$ cat src/rtl/tcp_session_pkg.sv
// Shared types for the multi-session TCP connection manager.
//   tcp_cmd_t    : command code driven to the TCP core
//   sess_state_t : per-session connection state
package tcp_session_pkg;

  localparam int unsigned CMD_W = 2;

  typedef enum logic [CMD_W-1:0] {
    CMD_OPEN   = 2'b00,
    CMD_LISTEN = 2'b01,
    CMD_CLOSE  = 2'b10
  } tcp_cmd_t;

  typedef enum logic [2:0] {
    S_IDLE      = 3'd0,
    S_REQ       = 3'd1,
    S_WAIT_UP   = 3'd2,
    S_UP        = 3'd3,
    S_CLOSE_REQ = 3'd4,
    S_BACKOFF   = 3'd5,
    S_FAIL      = 3'd6
  } sess_state_t;

endpackage

$ cat src/rtl/tcp_session_mgr_if.sv
// Command/event channel between the session manager and the TCP core.
//   req/cmd/sess/addr : command from manager (valid held until ack)
//   ack               : core accepts command (req & ack = transfer)
//   up/up_sess        : connection-established event
//   dn/dn_sess        : drop/refused event
// master = manager side, slave = TCP core side.
interface tcp_session_mgr_if
  import tcp_session_pkg::*;
#(
  parameter int unsigned NUM_SESS = 4,
  parameter int unsigned ADDR_W   = 16
);

  localparam int unsigned SESS_W = (NUM_SESS > 1) ? $clog2(NUM_SESS) : 1;

  logic              req;
  tcp_cmd_t          cmd;
  logic [SESS_W-1:0] sess;
  logic [ADDR_W-1:0] addr;
  logic              ack;
  logic              up;
  logic [SESS_W-1:0] up_sess;
  logic              dn;
  logic [SESS_W-1:0] dn_sess;

  modport master (
    output req, cmd, sess, addr,
    input  ack, up, up_sess, dn, dn_sess
  );

  modport slave (
    input  req, cmd, sess, addr,
    output ack, up, up_sess, dn, dn_sess
  );

endinterface

$ cat src/rtl/tcp_session_fsm.sv
// One TCP session: connect/reconnect FSM with connect timeout, backoff
// timer and consecutive-failure counter.
//   clk, rst    : clock, synchronous active-high reset
//   connect     : session enable (level)
//   mode        : 0 initiator, 1 acceptor; captured when leaving IDLE
//   recon_int   : backoff interval in ticks (0 behaves as 1)
//   tick        : prescaler strobe
//   granted     : this session owns the registered channel command
//   xfer        : this session's command was accepted
//   up, dn      : demuxed core events for this session
//   req_c/cmd_c : combinational request to the arbiter
//   connected   : registered, session in UP
//   failed      : registered, session in FAIL
module tcp_session_fsm
  import tcp_session_pkg::*;
#(
  parameter int unsigned RECON_W   = 8,
  parameter int unsigned CONN_TO   = 16,
  parameter int unsigned MAX_RETRY = 3
) (
  input  logic               clk,
  input  logic               rst,
  input  logic               connect,
  input  logic               mode,
  input  logic [RECON_W-1:0] recon_int,
  input  logic               tick,
  input  logic               granted,
  input  logic               xfer,
  input  logic               up,
  input  logic               dn,
  output logic               req_c,
  output tcp_cmd_t           cmd_c,
  output logic               connected,
  output logic               failed
);

  localparam int unsigned TO_W  = $clog2(CONN_TO + 1);
  localparam int unsigned TMR_W = (RECON_W > TO_W) ? RECON_W : TO_W;
  localparam int unsigned RTY_W = (MAX_RETRY > 0) ? $clog2(MAX_RETRY + 1) : 1;

  sess_state_t        state, state_nxt;
  logic [TMR_W-1:0]   tmr, tmr_nxt;
  logic [RTY_W-1:0]   retry, retry_nxt;
  logic               mode_q, mode_nxt;
  logic               enter_bo;

  // State, timer, retry count and registered status flags
  always_ff @(posedge clk) begin
    if (rst) begin
      state     <= S_IDLE;
      tmr       <= '0;
      retry     <= '0;
      mode_q    <= 1'b0;
      connected <= 1'b0;
      failed    <= 1'b0;
    end else begin
      state     <= state_nxt;
      tmr       <= tmr_nxt;
      retry     <= retry_nxt;
      mode_q    <= mode_nxt;
      connected <= (state_nxt == S_UP);
      failed    <= (state_nxt == S_FAIL);
    end
  end

  // Next-state and request logic
  always_comb begin
    state_nxt = state;
    tmr_nxt   = tmr;
    retry_nxt = retry;
    mode_nxt  = mode_q;
    req_c     = 1'b0;
    cmd_c     = CMD_OPEN;
    enter_bo  = 1'b0;

    case (state)
      S_IDLE: begin
        if (connect) begin
          state_nxt = S_REQ;
          mode_nxt  = mode;
        end
      end
      S_REQ: begin
        // Once granted the command is committed; only an ungranted request is withdrawn.
        req_c = connect;
        cmd_c = mode_q ? CMD_LISTEN : CMD_OPEN;
        if (xfer) begin
          state_nxt = S_WAIT_UP;
          tmr_nxt   = TMR_W'(CONN_TO);
        end else if (!granted && !connect) begin
          state_nxt = S_IDLE;
        end
      end
      S_WAIT_UP: begin
        if (dn) begin
          enter_bo = 1'b1;
        end else if (!connect) begin
          state_nxt = S_CLOSE_REQ;
        end else if (up) begin
          state_nxt = S_UP;
          retry_nxt = '0;
        end else if (!mode_q && tick) begin
          if (tmr <= TMR_W'(1)) enter_bo = 1'b1;
          else                  tmr_nxt  = tmr - TMR_W'(1);
        end
      end
      S_UP: begin
        if (dn)            enter_bo  = 1'b1;
        else if (!connect) state_nxt = S_CLOSE_REQ;
      end
      S_CLOSE_REQ: begin
        req_c = 1'b1;
        cmd_c = CMD_CLOSE;
        if (xfer) state_nxt = S_IDLE;
      end
      S_BACKOFF: begin
        if (!connect) begin
          state_nxt = S_IDLE;
        end else if (tick) begin
          if (tmr <= TMR_W'(1)) state_nxt = S_REQ;
          else                  tmr_nxt   = tmr - TMR_W'(1);
        end
      end
      S_FAIL: begin
        if (!connect) state_nxt = S_IDLE;
      end
      default: state_nxt = S_IDLE;
    endcase

    // A failure either schedules a retry or, once the budget is spent, parks in FAIL
    if (enter_bo) begin
      if (retry == RTY_W'(MAX_RETRY)) begin
        state_nxt = S_FAIL;
      end else begin
        state_nxt = S_BACKOFF;
        retry_nxt = retry + RTY_W'(1);
        tmr_nxt   = (recon_int == '0) ? TMR_W'(1) : TMR_W'(recon_int);
      end
    end

    if (state_nxt == S_IDLE) retry_nxt = '0;
  end

endmodule

$ cat src/rtl/tcp_session_mgr.sv
// Multi-session TCP connection manager: NUM_SESS session FSMs sharing one
// round-robin arbitrated command channel to the TCP core.
//   clk, rst     : clock, synchronous active-high reset
//   connect_i    : per-session enable
//   mode_i       : per-session 0 initiator / 1 acceptor
//   host_addr_i  : per-session remote/listen address
//   recon_int_i  : per-session backoff interval in ticks
//   tcp          : command channel and core events (master side)
//   connected_o  : sessions in UP
//   failed_o     : sessions in FAIL
module tcp_session_mgr
  import tcp_session_pkg::*;
#(
  parameter int unsigned NUM_SESS  = 4,
  parameter int unsigned ADDR_W    = 16,
  parameter int unsigned RECON_W   = 8,
  parameter int unsigned TICK_DIV  = 1000,
  parameter int unsigned CONN_TO   = 16,
  parameter int unsigned MAX_RETRY = 3
) (
  input  logic                        clk,
  input  logic                        rst,
  input  logic [NUM_SESS-1:0]         connect_i,
  input  logic [NUM_SESS-1:0]         mode_i,
  input  logic [NUM_SESS*ADDR_W-1:0]  host_addr_i,
  input  logic [NUM_SESS*RECON_W-1:0] recon_int_i,
  tcp_session_mgr_if.master           tcp,
  output logic [NUM_SESS-1:0]         connected_o,
  output logic [NUM_SESS-1:0]         failed_o
);

  localparam int unsigned SESS_W = (NUM_SESS > 1) ? $clog2(NUM_SESS) : 1;
  localparam int unsigned PRE_W  = $clog2(TICK_DIV);

  logic [PRE_W-1:0]    pre_cnt;
  logic                tick_c;
  logic [NUM_SESS-1:0] up_vec_c, dn_vec_c, granted_c, xfer_c, req_vec_c;
  tcp_cmd_t            cmd_arr_c  [NUM_SESS];
  logic [ADDR_W-1:0]   addr_arr_c [NUM_SESS];
  logic [SESS_W-1:0]   rr_ptr, win_c, ptr_nxt_c;
  logic                any_c;

  // Free-running tick prescaler
  assign tick_c = (pre_cnt == PRE_W'(TICK_DIV - 1));

  always_ff @(posedge clk) begin
    if (rst)         pre_cnt <= '0;
    else if (tick_c) pre_cnt <= '0;
    else             pre_cnt <= pre_cnt + PRE_W'(1);
  end

  // Per-session event demux and grant/transfer decode
  always_comb begin
    up_vec_c  = '0;
    dn_vec_c  = '0;
    granted_c = '0;
    for (int unsigned i = 0; i < NUM_SESS; i++) begin
      up_vec_c[i]  = tcp.up  && (tcp.up_sess == SESS_W'(i));
      dn_vec_c[i]  = tcp.dn  && (tcp.dn_sess == SESS_W'(i));
      granted_c[i] = tcp.req && (tcp.sess    == SESS_W'(i));
    end
    xfer_c = granted_c & {NUM_SESS{tcp.ack}};
  end

  for (genvar g = 0; g < NUM_SESS; g++) begin : g_sess
    assign addr_arr_c[g] = host_addr_i[g*ADDR_W +: ADDR_W];

    tcp_session_fsm #(
      .RECON_W   (RECON_W),
      .CONN_TO   (CONN_TO),
      .MAX_RETRY (MAX_RETRY)
    ) u_fsm (
      .clk       (clk),
      .rst       (rst),
      .connect   (connect_i[g]),
      .mode      (mode_i[g]),
      .recon_int (recon_int_i[g*RECON_W +: RECON_W]),
      .tick      (tick_c),
      .granted   (granted_c[g]),
      .xfer      (xfer_c[g]),
      .up        (up_vec_c[g]),
      .dn        (dn_vec_c[g]),
      .req_c     (req_vec_c[g]),
      .cmd_c     (cmd_arr_c[g]),
      .connected (connected_o[g]),
      .failed    (failed_o[g])
    );
  end

  // Round-robin pick: first requester at or after rr_ptr
  always_comb begin
    win_c = '0;
    any_c = 1'b0;
    for (int unsigned k = 0; k < NUM_SESS; k++) begin
      logic [SESS_W-1:0] sel;
      sel = SESS_W'((32'(rr_ptr) + k) % NUM_SESS);
      if (!any_c && req_vec_c[sel]) begin
        any_c = 1'b1;
        win_c = sel;
      end
    end
    ptr_nxt_c = SESS_W'((32'(tcp.sess) + 32'd1) % NUM_SESS);
  end

  // Registered grant; command fields frozen until the core acks
  always_ff @(posedge clk) begin
    if (rst) begin
      tcp.req  <= 1'b0;
      tcp.cmd  <= CMD_OPEN;
      tcp.sess <= '0;
      tcp.addr <= '0;
      rr_ptr   <= '0;
    end else if (tcp.req) begin
      if (tcp.ack) begin
        tcp.req <= 1'b0;
        rr_ptr  <= ptr_nxt_c;
      end
    end else if (any_c) begin
      tcp.req  <= 1'b1;
      tcp.cmd  <= cmd_arr_c[win_c];
      tcp.sess <= win_c;
      tcp.addr <= addr_arr_c[win_c];
    end
  end

endmodule

$ cat src/flat_wrapper.sv
// flat-port wrapper written by rule: the top's interface ports become plain ports
module tcp_session_mgr_flat import tcp_session_pkg::*;
#(
  parameter int unsigned NUM_SESS  = 4,
  parameter int unsigned ADDR_W    = 16,
  parameter int unsigned RECON_W   = 8,
  parameter int unsigned TICK_DIV  = 1000,
  parameter int unsigned CONN_TO   = 16,
  parameter int unsigned MAX_RETRY = 3
)
  (clk, rst, connect_i, mode_i, host_addr_i, recon_int_i, connected_o, failed_o, tcp_req, tcp_cmd, tcp_sess, tcp_addr, tcp_ack, tcp_up, tcp_up_sess, tcp_dn, tcp_dn_sess);
  tcp_session_mgr_if #(.NUM_SESS(NUM_SESS), .ADDR_W(ADDR_W)) tcp_i ();
  input  logic clk;
  input  logic rst;
  input  logic [NUM_SESS-1:0] connect_i;
  input  logic [NUM_SESS-1:0] mode_i;
  input  logic [NUM_SESS*ADDR_W-1:0] host_addr_i;
  input  logic [NUM_SESS*RECON_W-1:0] recon_int_i;
  output logic [NUM_SESS-1:0] connected_o;
  output logic [NUM_SESS-1:0] failed_o;
  output wire logic [$bits(tcp_i.req)-1:0] tcp_req;
  output wire logic [$bits(tcp_i.cmd)-1:0] tcp_cmd;
  output wire logic [$bits(tcp_i.sess)-1:0] tcp_sess;
  output wire logic [$bits(tcp_i.addr)-1:0] tcp_addr;
  input wire logic [$bits(tcp_i.ack)-1:0] tcp_ack;
  input wire logic [$bits(tcp_i.up)-1:0] tcp_up;
  input wire logic [$bits(tcp_i.up_sess)-1:0] tcp_up_sess;
  input wire logic [$bits(tcp_i.dn)-1:0] tcp_dn;
  input wire logic [$bits(tcp_i.dn_sess)-1:0] tcp_dn_sess;
  assign tcp_req = tcp_i.req;
  assign tcp_cmd = tcp_i.cmd;
  assign tcp_sess = tcp_i.sess;
  assign tcp_addr = tcp_i.addr;
  assign tcp_i.ack = tcp_ack;
  assign tcp_i.up = tcp_up;
  assign tcp_i.up_sess = tcp_up_sess;
  assign tcp_i.dn = tcp_dn;
  assign tcp_i.dn_sess = tcp_dn_sess;
  tcp_session_mgr #(.NUM_SESS(NUM_SESS), .ADDR_W(ADDR_W), .RECON_W(RECON_W), .TICK_DIV(TICK_DIV), .CONN_TO(CONN_TO), .MAX_RETRY(MAX_RETRY)) u_core (.clk(clk), .rst(rst), .connect_i(connect_i), .mode_i(mode_i), .host_addr_i(host_addr_i), .recon_int_i(recon_int_i), .tcp(tcp_i), .connected_o(connected_o), .failed_o(failed_o));
endmodule
$ cat config.mk
export PLATFORM = sky130hd
export DESIGN_NAME = tcp_session_mgr_flat
export DESIGN_NICKNAME = d
export VERILOG_FILES = /design/src/rtl/tcp_session_pkg.sv /design/src/rtl/tcp_session_mgr_if.sv /design/src/rtl/tcp_session_fsm.sv /design/src/rtl/tcp_session_mgr.sv /design/src/flat_wrapper.sv
export SDC_FILE = /design/constraint.sdc
export NUM_CORES = 1
export LEC_CHECK = 0
export ABC_AREA = 1
export CAP_MARGIN = 25
export CORE_UTILIZATION = 35
export CTS_BUF_LIST = sky130_fd_sc_hd__clkbuf_16
export CTS_CLUSTER_DIAMETER = 150
export CTS_CLUSTER_SIZE = 25
export DETAILED_ROUTE_END_ITERATION = 10
export SLEW_MARGIN = 10
export SYNTH_ARGS = -nofsm -noshare
export SYNTH_HDL_FRONTEND = slang
export SYNTH_SLANG_ARGS = --single-unit
$ cat constraint.sdc
create_clock -name clk -period 2.7 [get_ports clk]
set_input_delay 0.675 -clock clk [delete_from_list [all_inputs] [get_ports clk]]
set_output_delay 0.675 -clock clk [all_outputs]
set_load 0.02 [all_outputs]
==> reports/qor.txt <==
Io pins - 142
WP data required - 2.95 ns
Starting density of the core - 36.3%
Gpl congestion - 0.913
Mean area per synthesized cell - 6.03 µm²
Final hold vios - 0
HP Class - reg2reg
Max Cap Viol - 0
Setup TNS - 0 ns
Hold-fix buffers at CTS - 0
Die extent in x - 142 µm
Final WL - 21.1 mm
N_diodes - 0
WS Path Type - in2reg
CP startpoint kind - input port
Sequential-to-total area share from yosys stat - 28.2%
Power Total - 0.00564 W
Worst Skew - 0.00779 ns
Num rows - 50
1st-iter DRT viols - 590
Mapped Nets - 1,273
Core Region - 19,000 µm²
Slew Limit Headroom - 64.3%
First-pass GRT wire length - 34.7 mm
Power per Cell Area - 603 nW/µm²
Clock Path Buffers - 2
Placed cells - 1,579
Critical Path Fanout Max - 4
DR WL/cell - 13.2 µm
GRT overflow - 0
Total CTS buffers - 9
CTS tree - yes
Core Util, Final - 49.2%
Height of the die - 142 µm
Maximum VDD drop - 333 µV
Top cells by area, synth - dfxtp_1 (28%), nand2_1 (16%), nand3_1 (9.8%)
Seq cells post-synth - 97
Clock sinks - 97
Crit end category - flop
Post-CTS sizing - 0
Commonest non-fill, non-tap cell in the layout - nand2_1
Clock-pin slew of the registers on the worst-case setup and hold paths - 0.07 ns
Setup Fix Bufs, Post-CTS - 0
Area after DPL - 9060 µm²
Max Slew Vio Count - 0
Via count - 7,760
Fmax achieved - 411 MHz
Clock root buffer - clkbuf_16
Post-Syn Area - 6900 µm²
Status - completed
HPWL after DPL - 16.4 mm
Largest net degree at the start of global routing - 38
Port Buffers - 141
Fin cells - 1,595
Leak - 4.31 nW
GRT Total Usage - 21.3%
Syn Inst Count - 1,143
Vias in the first global route - 7,161
Min cycle time layout - 2.43 ns
DRC - 0
Layout cells sized above 1 - 8.54%
H-tree depth - 3
Filler cells - 2,028
Initial antenna violation count - 0
Layout Nets - 1,460
Yosys synthesis warning count - 0
Routed Antenna Nets - 0
Post-route clock period utilization - 90.0%
Clk_lat worst skew - 0.36 ns
Final setup viols - 0
Vias/cell - 4.87
CP arrival - 2.68 ns
First-pass iteration count of the detailed router - 5
Worst slew pin tran - 0.532 ns
Final instance area - 9360 µm²
Top cell type's share of synthesized area - 28.2%
RSZ-0062 raised after global routing - no
Post-synth cell types - 49
Commonest non-fill, non-tap cells in the layout - nand2_1 (301), inv_1 (147), clkdlybuf4s50_1 (141), nand3_1 (134), nor2_1 (129)
Die Area - 20,300 µm²
Cell taking the most area after synthesis - dfxtp_1
Area Growth Syn to Fin - 35.7%
[cell families (layout without fill, tap and decap cells)]
group,after synthesis,after routing,synth area share (%)
AOI/OAI and AO/OA,183,183,15.3
xor gates and xnor gates,11,11,1.51
adders and majority gates,17,17,3.08
buffers and inverters,190,382,11.3
DFF,97,97,28.2
and+or+nand+nor,645,645,40.7
[Yosys cell counts, drive strengths merged]
cell type  number
a21oi          53
xnor2           2
or4             3
a21boi          2
nand4          13
nand3b          4
o21ai          76
o22ai           7
or2             8
nor3           28
nor3b           2
a211oi          3
a22oi           1
inv           150
nand2         307
xor2            9
a22o            1
o2111ai         5
nor4            7
o221ai          2
dfxtp          97
clkinv          2
a41oi           2
ha             17
o211ai         13
nand3         138
nor2          133
a31oi          11
o21a            1
buf            23
and3            2
clkbuf         15
o31ai           6
[registers in the layout, summed over array words and instances (netlist names)]
signal	cells
u_core.g_sess.u_fsm.tmr	32
u_core.tcp.addr	16
u_core.g_sess.u_fsm.state	12
u_core.pre_cnt	10
u_core.g_sess.u_fsm.retry	8
u_core.g_sess.u_fsm.connected	4
u_core.g_sess.u_fsm.failed	4
u_core.g_sess.u_fsm.mode_q	4
u_core.rr_ptr	2
u_core.tcp.cmd	2
u_core.tcp.sess	2
u_core.tcp.req	1
[final cells by class]
type	count	area, µm²	area share (%)
multi-input combinational	856	4190	44.7
timing repair buffer	214	2050	21.9
sequential	97	1940	20.8
inverter	152	571	6.10
tap	260	325	3.48
clock buffer	9	225	2.41
clock inverter	7	61.3	0.655
[worst max-delay path: stages]
cell	delay, ns
clkdlybuf4s50_1	0.55
nand3_1	0.22
inv_1	0.18
nor2_1	0.05
nand3_1	0.09
o211ai_1	0.12
o21ai_0	0.28
nand2_1	0.10
inv_1	0.08
nand2_1	0.05
o21ai_0	0.22
nor2_1	0.06
[per-stage QoR]
stage	hold WS (ns)	setup WS, ns
after global placement	0.447	-0.102
after global routing	0.489	0.0153
after floorplan	0.430	0.512
final	0.470	0.269
after detailed placement	0.459	-0.134
after CTS	0.470	0.195
[path summary, 6_finish.rpt]
check | startpoint | to | slack, ns | depth (start not counted)
worst min register to register | u_core.pre_cnt[0] | u_core.pre_cnt[0] | 0.47 | 1
worst max-delay path | tcp_dn_sess[0] | u_core.g_sess[3].u_fsm.retry[1] | 0.27 | 12
worst max register to register | u_core.g_sess[2].u_fsm.tmr[0] | u_core.g_sess[2].u_fsm.retry[0] | 0.34 | 12
worst min-delay path | u_core.pre_cnt[0] | u_core.pre_cnt[0] | 0.47 | 1
[power by group]
part	internal [W]	switching, W	total (W)
registers	0.00160	0.000124	0.00172
logic	0.00114	0.00148	0.00262
clock network	0.000710	0.000595	0.00131
total	0.00344	0.00220	0.00564
[per-layer routing]
layer	global-route usage, %	part of all wire (%)	wire [µm]
met1	28.2	48	10000
met2	35.2	47	9820
met3	3.06	4.1	860
met4	7.07	1.8	371
met5	0	0	0
Note: power is estimated with default switching activity, not from simulation.
